--- src/rtl/fetch_controller_pkg.sv ---
// Shared definitions for the IF-stage fetch controller: state encoding,
// PC step and the canonical NOP used by downstream flush logic.
package fetch_controller_pkg;

    typedef enum logic [1:0] {
        ST_BOOT  = 2'd0,
        ST_FETCH = 2'd1,
        ST_DRAIN = 2'd2
    } fetch_state_e;

    localparam logic [31:0] PC_INC    = 32'd4;
    localparam logic [31:0] NOP_INSTR = 32'h0000_0013;

    // Sequential fetch address; wraps naturally at 2^32.
    function automatic logic [31:0] next_pc(input logic [31:0] pc);
        return pc + PC_INC;
    endfunction

endpackage

--- src/rtl/fetch_skid_buf.sv ---
// One-entry output slot plus one-entry skid buffer feeding the IF/ID register.
// The slot is what decode sees; the skid catches the single access that can
// complete while decode is stalled.
module fetch_skid_buf (
    input  logic        clk,
    input  logic        rst,
    input  logic        i_flush,
    input  logic        i_push,
    input  logic [31:0] i_push_pc,
    input  logic [31:0] i_push_instr,
    input  logic        i_consume,
    output logic        o_valid,
    output logic [31:0] o_pc,
    output logic [31:0] o_instr,
    output logic        o_skid_valid
);

    logic        r_slot_valid;
    logic [31:0] r_slot_pc;
    logic [31:0] r_slot_instr;
    logic        r_skid_valid;
    logic [31:0] r_skid_pc;
    logic [31:0] r_skid_instr;

    // Slot/skid update: flush wins, then refill the slot from skid or memory.
    // NOTE: registers use non-blocking assignments so every flop samples the
    // pre-edge values; data registers are reset too so out_pc/out_instr are
    // defined zeros after reset rather than X.
    always_ff @(posedge clk or posedge rst) begin
        if (rst) begin
            r_slot_valid <= 1'b0;
            r_slot_pc    <= '0;
            r_slot_instr <= '0;
            r_skid_valid <= 1'b0;
            r_skid_pc    <= '0;
            r_skid_instr <= '0;
        end else if (i_flush) begin
            r_slot_valid <= 1'b0;
            r_skid_valid <= 1'b0;
        end else if (i_consume || !r_slot_valid) begin
            // Slot is free at this edge: oldest instruction moves in first.
            if (r_skid_valid) begin
                r_slot_valid <= 1'b1;
                r_slot_pc    <= r_skid_pc;
                r_slot_instr <= r_skid_instr;
                r_skid_valid <= i_push;
                if (i_push) begin
                    r_skid_pc    <= i_push_pc;
                    r_skid_instr <= i_push_instr;
                end
            end else if (i_push) begin
                r_slot_valid <= 1'b1;
                r_slot_pc    <= i_push_pc;
                r_slot_instr <= i_push_instr;
            end else begin
                r_slot_valid <= 1'b0;
            end
        end else if (i_push) begin
            // Slot held by a stall: park the completing access in the skid.
            r_skid_valid <= 1'b1;
            r_skid_pc    <= i_push_pc;
            r_skid_instr <= i_push_instr;
        end
    end

    assign o_valid      = r_slot_valid;
    assign o_pc         = r_slot_pc;
    assign o_instr      = r_slot_instr;
    assign o_skid_valid = r_skid_valid;

endmodule

--- src/rtl/fetch_controller.sv ---
// IF-stage sequencer: owns fetch_pc, runs the imem request/ready handshake,
// handles decode stalls and EX redirects (including redirects that land while
// an access is outstanding, which are resolved by draining that access).
module fetch_controller
    import fetch_controller_pkg::*;
#(
    parameter logic [31:0] RESET_PC   = 32'h0000_0000,
    parameter int unsigned BOOT_DELAY = 2
) (
    input  logic        clk,
    input  logic        rst,
    input  logic        pc_sel_ex,
    input  logic [31:0] branch_target_ex,
    input  logic        hazard_stall,
    output logic        imem_req,
    output logic [31:0] imem_addr,
    input  logic        imem_ready,
    input  logic [31:0] imem_instr,
    output logic        out_valid,
    output logic [31:0] out_pc,
    output logic [31:0] out_instr,
    output logic [31:0] fetch_count
);

    localparam logic [8:0] BOOT_DELAY_W = 9'(BOOT_DELAY);

    fetch_state_e r_state;
    logic [7:0]   r_boot_cnt;
    logic [31:0]  r_fetch_pc;
    logic [31:0]  r_pend_target;
    logic [31:0]  r_fetch_count;

    logic w_req;
    logic w_done;
    logic w_consume;
    logic w_push;
    logic w_skid_valid;
    logic w_boot_done;

    // Request is combinational from state so it drops the cycle the skid fills.
    // NOTE: default assignment first so no path through the case infers a latch.
    always_comb begin
        w_req = 1'b0;
        case (r_state)
            ST_FETCH: w_req = !w_skid_valid;
            ST_DRAIN: w_req = 1'b1;
            default:  w_req = 1'b0;
        endcase
    end

    assign w_done      = w_req && imem_ready;
    // A redirect kills the slot contents, so nothing is consumed that cycle.
    assign w_consume   = out_valid && !hazard_stall && !pc_sel_ex;
    // Only right-path completions in FETCH deliver data; DRAIN data is dropped.
    assign w_push      = w_done && (r_state == ST_FETCH) && !pc_sel_ex;
    assign w_boot_done = ({1'b0, r_boot_cnt} + 9'd1) >= BOOT_DELAY_W;

    // Fetch FSM: boot delay, sequential fetch, and drain of a redirected access.
    always_ff @(posedge clk or posedge rst) begin
        if (rst) begin
            r_state       <= ST_BOOT;
            r_boot_cnt    <= '0;
            r_fetch_pc    <= RESET_PC;
            r_pend_target <= '0;
            r_fetch_count <= '0;
        end else begin
            if (w_consume) begin
                r_fetch_count <= r_fetch_count + 32'd1;
            end
            case (r_state)
                ST_BOOT: begin
                    // Nothing outstanding yet: a redirect just retargets.
                    if (pc_sel_ex) begin
                        r_fetch_pc <= branch_target_ex;
                    end
                    if (w_boot_done) begin
                        r_state <= ST_FETCH;
                    end else begin
                        r_boot_cnt <= r_boot_cnt + 8'd1;
                    end
                end
                ST_FETCH: begin
                    if (pc_sel_ex) begin
                        if (w_req && !imem_ready) begin
                            // Access in flight must finish at its own address.
                            r_pend_target <= branch_target_ex;
                            r_state       <= ST_DRAIN;
                        end else begin
                            r_fetch_pc <= branch_target_ex;
                        end
                    end else if (w_done) begin
                        r_fetch_pc <= next_pc(r_fetch_pc);
                    end
                end
                ST_DRAIN: begin
                    if (pc_sel_ex) begin
                        // Latest redirect wins, even on the draining edge.
                        if (imem_ready) begin
                            r_fetch_pc <= branch_target_ex;
                            r_state    <= ST_FETCH;
                        end else begin
                            r_pend_target <= branch_target_ex;
                        end
                    end else if (imem_ready) begin
                        r_fetch_pc <= r_pend_target;
                        r_state    <= ST_FETCH;
                    end
                end
                default: begin
                    r_state <= ST_BOOT;
                end
            endcase
        end
    end

    fetch_skid_buf u_skid_buf (
        .clk          (clk),
        .rst          (rst),
        .i_flush      (pc_sel_ex),
        .i_push       (w_push),
        .i_push_pc    (r_fetch_pc),
        .i_push_instr (imem_instr),
        .i_consume    (w_consume),
        .o_valid      (out_valid),
        .o_pc         (out_pc),
        .o_instr      (out_instr),
        .o_skid_valid (w_skid_valid)
    );

    assign imem_req    = w_req;
    assign imem_addr   = r_fetch_pc;
    assign fetch_count = r_fetch_count;

endmodule

--- config.mk ---
export PLATFORM = sky130hd
export DESIGN_NAME = fetch_controller
export DESIGN_NICKNAME = d
export VERILOG_FILES = /design/src/rtl/fetch_controller_pkg.sv /design/src/rtl/fetch_skid_buf.sv /design/src/rtl/fetch_controller.sv
export SDC_FILE = /design/constraint.sdc
export NUM_CORES = 1
export LEC_CHECK = 0
export CAP_MARGIN = 10
export CORE_ASPECT_RATIO = 0.9
export CORE_MARGIN = 2
export CORE_UTILIZATION = 40
export DETAILED_ROUTE_END_ITERATION = 6
export PLACE_DENSITY_LB_ADDON = 0.15
export RECOVER_POWER = 50
export SLEW_MARGIN = 40
export SYNTH_ARGS = -nofsm -noshare
export SYNTH_HDL_FRONTEND = slang
export SYNTH_SLANG_ARGS = --single-unit
--- constraint.sdc ---
create_clock -name clk -period 8.3 [get_ports clk]
set_input_delay 2.49 -clock clk [delete_from_list [all_inputs] [get_ports clk]]
set_output_delay 2.49 -clock clk [all_outputs]
set_load 0.02 [all_outputs]
==> flow_summary.html <==
<table>
<tr><th>Metric</th><th>Value</th></tr>
<tr><th colspan="2">Critical path</th></tr>
<tr><td>Top fanout value on the critical path</td><td>75</td></tr>
<tr><td>Sort of element at the start of the critical path</td><td>primary input</td></tr>
<tr><td>Worst setup path category</td><td>in -&gt; reg</td></tr>
<tr><td>CP arrival</td><td>5920 ps</td></tr>
<tr><td>Crit end category</td><td>flop</td></tr>
<tr><td>Worst EP required</td><td>8740 ps</td></tr>
<tr><th colspan="2">STA</th></tr>
<tr><td>Worst setup skew after layout</td><td>14.2 ps</td></tr>
<tr><td>Final-layout worst hold slack</td><td>378 ps</td></tr>
<tr><td>Transition time at the pin with the least slew margin</td><td>2750 ps</td></tr>
<tr><td>Peak clock frequency supported by timing</td><td>183 MHz</td></tr>
<tr><td>Final hold violations</td><td>0</td></tr>
<tr><td>Number of endpoints failing setup at the final stage</td><td>0</td></tr>
<tr><td>Final cycle utilization of the critical path</td><td>66.0%</td></tr>
<tr><td>Aggregate negative setup slack</td><td>0 ps</td></tr>
<tr><td>Unrepaired setup endpoints after global routing</td><td>false</td></tr>
<tr><td>Time the final worst path needs with I/O delays and setup</td><td>5480 ps</td></tr>
<tr><td>Relative slew slack</td><td>-83.3%</td></tr>
<tr><td>Max-slew violation total from the final report</td><td>107</td></tr>
<tr><th colspan="2">Drt</th></tr>
<tr><td>Routed wire length</td><td>27700 um</td></tr>
<tr><td>Routed Antenna Nets</td><td>0</td></tr>
<tr><td>Detailed Routing Iterations Pass 1</td><td>6</td></tr>
<tr><td>Total DRC errors in the routed layout</td><td>0</td></tr>
<tr><td>Total number of vias</td><td>8129</td></tr>
<tr><td>Routed wirelength normalized by instance count</td><td>18.4 um</td></tr>
<tr><td>DRT iter0 DRCs</td><td>633</td></tr>
<tr><td>Per-cell via count in the routed design</td><td>5.39</td></tr>
<tr><th colspan="2">Clock tree</th></tr>
<tr><td>Insertion delay of the later-clocked pin in the worst-skew pair</td><td>530 ps</td></tr>
<tr><td>Number of buffers added for setup after CTS</td><td>0</td></tr>
<tr><td>Number of CTS-inserted buffers</td><td>27</td></tr>
<tr><td>Root Driver</td><td>sky130_fd_sc_hd__clkbuf_16</td></tr>
<tr><td>Number of H-tree levels</td><td>1</td></tr>
<tr><td>Post-cts repair resize count</td><td>0</td></tr>
<tr><td>TritonCTS sink count</td><td>236</td></tr>
<tr><td>TritonCTS clock tree</td><td>done</td></tr>
<tr><td>CTS Buffer Depth</td><td>3</td></tr>
<tr><td>Count of hold-fix buffers inserted at cts</td><td>0</td></tr>
<tr><td>Clock transition at the registers of the reported paths</td><td>60 ps</td></tr>
<tr><th colspan="2">Synthesis</th></tr>
<tr><td>Leading cell types by total area after synthesis</td><td>sky130_fd_sc_hd__dfrtp_1 (54%), sky130_fd_sc_hd__mux2_2 (9.7%), sky130_fd_sc_hd__mux2i_1 (6.1%)</td></tr>
<tr><td>Number of nets produced by synthesis</td><td>1040</td></tr>
<tr><td>EDFF count, synth</td><td>0</td></tr>
<tr><td>Leading post-synthesis cells by instance count</td><td>sky130_fd_sc_hd__dfrtp_1 (236), sky130_fd_sc_hd__nor2_1 (99), sky130_fd_sc_hd__mux2_2 (93)</td></tr>
<tr><td>Netlist cell types</td><td>58</td></tr>
<tr><td>Post-synthesis async set-or-reset flop share</td><td>100%</td></tr>
<tr><td>Ys Warns</td><td>0</td></tr>
<tr><td>Fraction of synthesized cell area taken by the top area cell type</td><td>54.4%</td></tr>
<tr><td>Yosys top cell by area</td><td>sky130_fd_sc_hd__dfrtp_1</td></tr>
<tr><td>Most used DFF post-synth</td><td>sky130_fd_sc_hd__dfrtp_1</td></tr>
<tr><td>Most used standard cell by instance count after synthesis</td><td>sky130_fd_sc_hd__dfrtp_1</td></tr>
<tr><td>Post-synth design cell area</td><td>10800 um2</td></tr>
<tr><td>Portion of the post-synthesis area used by sequential elements</td><td>54.4%</td></tr>
<tr><td>Synth Area per Inst</td><td>11.3 um2</td></tr>
<tr><td>Syn Inst Count</td><td>963</td></tr>
<tr><td>Register bit total from synthesis</td><td>236</td></tr>
<tr><th colspan="2">Power</th></tr>
<tr><td>Sequential cell fraction of total power</td><td>37.3%</td></tr>
<tr><td>Pwr/cell area</td><td>367 nW/um2</td></tr>
<tr><td>Clock Power Share</td><td>24.1%</td></tr>
<tr><td>Switching portion of total power</td><td>37.0%</td></tr>
<tr><td>Leakage power total</td><td>0.00591 uW</td></tr>
<tr><td>Int Power</td><td>3250 uW</td></tr>
<tr><td>Net load switching power</td><td>1910 uW</td></tr>
<tr><td>Share of power burned in combinational logic</td><td>38.6%</td></tr>
<tr><td>IR drop worst, VDD</td><td>0.000216 V</td></tr>
<tr><th colspan="2">Layout</th></tr>
<tr><td>Share of final-layout standard cells stronger than drive strength 1</td><td>13.5%</td></tr>
<tr><td>Synthesis-to-finish area growth</td><td>29.4%</td></tr>
<tr><td>Antenna cell count</td><td>0</td></tr>
<tr><td>Filler cells</td><td>2450</td></tr>
<tr><td>Footprint of the flip-flops and latches</td><td>5910 um2</td></tr>
<tr><td>Fin nets</td><td>1211</td></tr>
<tr><td>Area taken by multi-input logic gates</td><td>4620 um2</td></tr>
<tr><th colspan="2">Floorplan</th></tr>
<tr><td>Die width</td><td>178 um</td></tr>
<tr><td>Effective utilization at floorplan</td><td>40.5%</td></tr>
<tr><td>Die extent in y</td><td>160 um</td></tr>
<tr><td>Placeable core region</td><td>26800 um2</td></tr>
<tr><td>Die footprint</td><td>28500 um2</td></tr>
<tr><td># rows</td><td>57</td></tr>
<tr><td>Top-Level Pins</td><td>199</td></tr>
<tr><th colspan="2">Placement</th></tr>
<tr><td>I/O Buffers</td><td>198</td></tr>
<tr><td>DPL Wire Length</td><td>18100 um</td></tr>
<tr><td>Placer's final routability congestion estimate</td><td>0.834</td></tr>
<tr><th colspan="2">GRT</th></tr>
<tr><td>Vias in the first global route</td><td>7886</td></tr>
<tr><td>Total global-route track usage</td><td>19.4%</td></tr>
<tr><td>Maximum number of pins on one net before global-route repair</td><td>131</td></tr>
<tr><td>Remaining Overflow, GRT</td><td>0</td></tr>
<tr><td>First-pass GRT wire length</td><td>44400 um</td></tr>
<tr><td>Initial antenna violation count</td><td>0</td></tr>
<tr><th colspan="2">Outcome</th></tr>
<tr><td>Outcome</td><td>finished with violations</td></tr>
<tr><td>Failing checks</td><td>capacitance limit, slew limit</td></tr>
<tr><th colspan="2">Flow run</th></tr>
<tr><td>Number of max-cap violations</td><td>1</td></tr>
<tr><th colspan="2">Min path</th></tr>
<tr><td>Hold/Removal Path Class</td><td>reg -&gt; reg</td></tr>
</table>
-- registers in the layout, indices dropped and copies added, names as in the netlist --
name	count
imem_addr	32
u_skid_buf.o_valid	1
u_skid_buf.o_pc	32
u_skid_buf.o_skid_valid	1
u_skid_buf.r_skid_pc	32
r_state	2
fetch_count	32
u_skid_buf.o_instr	32
r_pend_target	32
u_skid_buf.r_skid_instr	32
r_boot_cnt	8
-- cells in the final DEF (no fill, tap or decap), drive strengths merged, types with 12 or more instances in the layout --
master         instances
nor2                  99
nand3                 27
dlygate4sd3           47
xnor2                 28
clkdlybuf4s50        151
mux2                  93
dfrtp                236
nand4                 18
a21oi                 82
mux2i                 66
inv                   12
clkbuf                43
nand2                 41
o21ai                 42
-- critical path, cell delays in order --
cell,delay [ps]
sky130_fd_sc_hd__dlygate4sd3_1,800
sky130_fd_sc_hd__and3b_1,700
sky130_fd_sc_hd__a21oi_1,210
sky130_fd_sc_hd__a211oi_4,220
sky130_fd_sc_hd__buf_4,620
sky130_fd_sc_hd__buf_4,580
sky130_fd_sc_hd__nor2_1,80
sky130_fd_sc_hd__a21oi_1,160
-- cell families (layout without fill, tap and decap cells) --
kind of cell               Yosys count  in the layout  share of synthesized area (%)
AOI/OAI and AO/OA                  204            204                           12.0
xor gates and xnor gates            35             35                           2.83
adders and majority gates            8              8                          0.923
buffers and inverters               79            270                           3.17
DFF                                236            236                           54.4
muxes                              159            159                           15.7
and+or+nand+nor                    242            242                           10.9
-- metrics by stage --
step / cell area, um2 / util (%) / power, uW / setup slack, ps / cells
2_1_floorplan: 10900 / - / 3090 / 2720 / 963
3_3_place_gp: 13100 / 48.8 / 3940 / 2430 / 1459
3_5_place_dp: 13100 / 48.9 / 3980 / 2310 / 1459
4_1_cts: 14100 / 52.4 / 5250 / 2850 / 1508
5_1_grt: 14000 / 52.4 / 5490 / 2230 / 1508
6_report: 14000 / 52.4 / 5160 / 2820 / 1508
-- path summary, 6_finish.rpt --
path	slack (ps)	startpoint	cells past startpoint	endpoint
worst max-delay path	2820	pc_sel_ex	8	u_skid_buf.o_pc[14]
worst min-delay path	380	r_boot_cnt[3]	0	r_boot_cnt[3]
worst max register to register	4520	r_state[1]	9	u_skid_buf.o_pc[14]
worst min register to register	380	r_boot_cnt[3]	0	r_boot_cnt[3]
max in group asynchronous	2870	rst	3	u_skid_buf.o_skid_valid
min in group asynchronous	3450	rst	3	u_skid_buf.o_instr[2]
-- power by group through the flow --
stage / Combinational, uW / Sequential (uW) / Clock (uW)
floorplan: 966 / 2120 / 0
global placement: 2000 / 1940 / 0
detailed placement: 2030 / 1950 / 0
CTS: 2040 / 1930 / 1280
global route: 2180 / 1990 / 1330
finish: 1990 / 1920 / 1240
-- routing by layer --
metal  share of wire (%)  wire (um)  track usage (%)  up-vias
met2                  44      12100             28.5      246
met4                 1.8        486             4.10        0
met1                  48      13300             29.6     4013
met5                   0          0                0        -
li1                    -          -                -     3835
met3                 6.4       1760             3.88       35
-- layout make-up --
type	count	share of cell area (%)
repair buffers	207	14.7
inverters	14	0.401
clock inverters	7	0.811
flip-flops and latches	236	42.1
well taps	354	3.16
multi-input cells	648	32.9
clock buffers	42	5.93
Power figures use the tool's default switching activity.
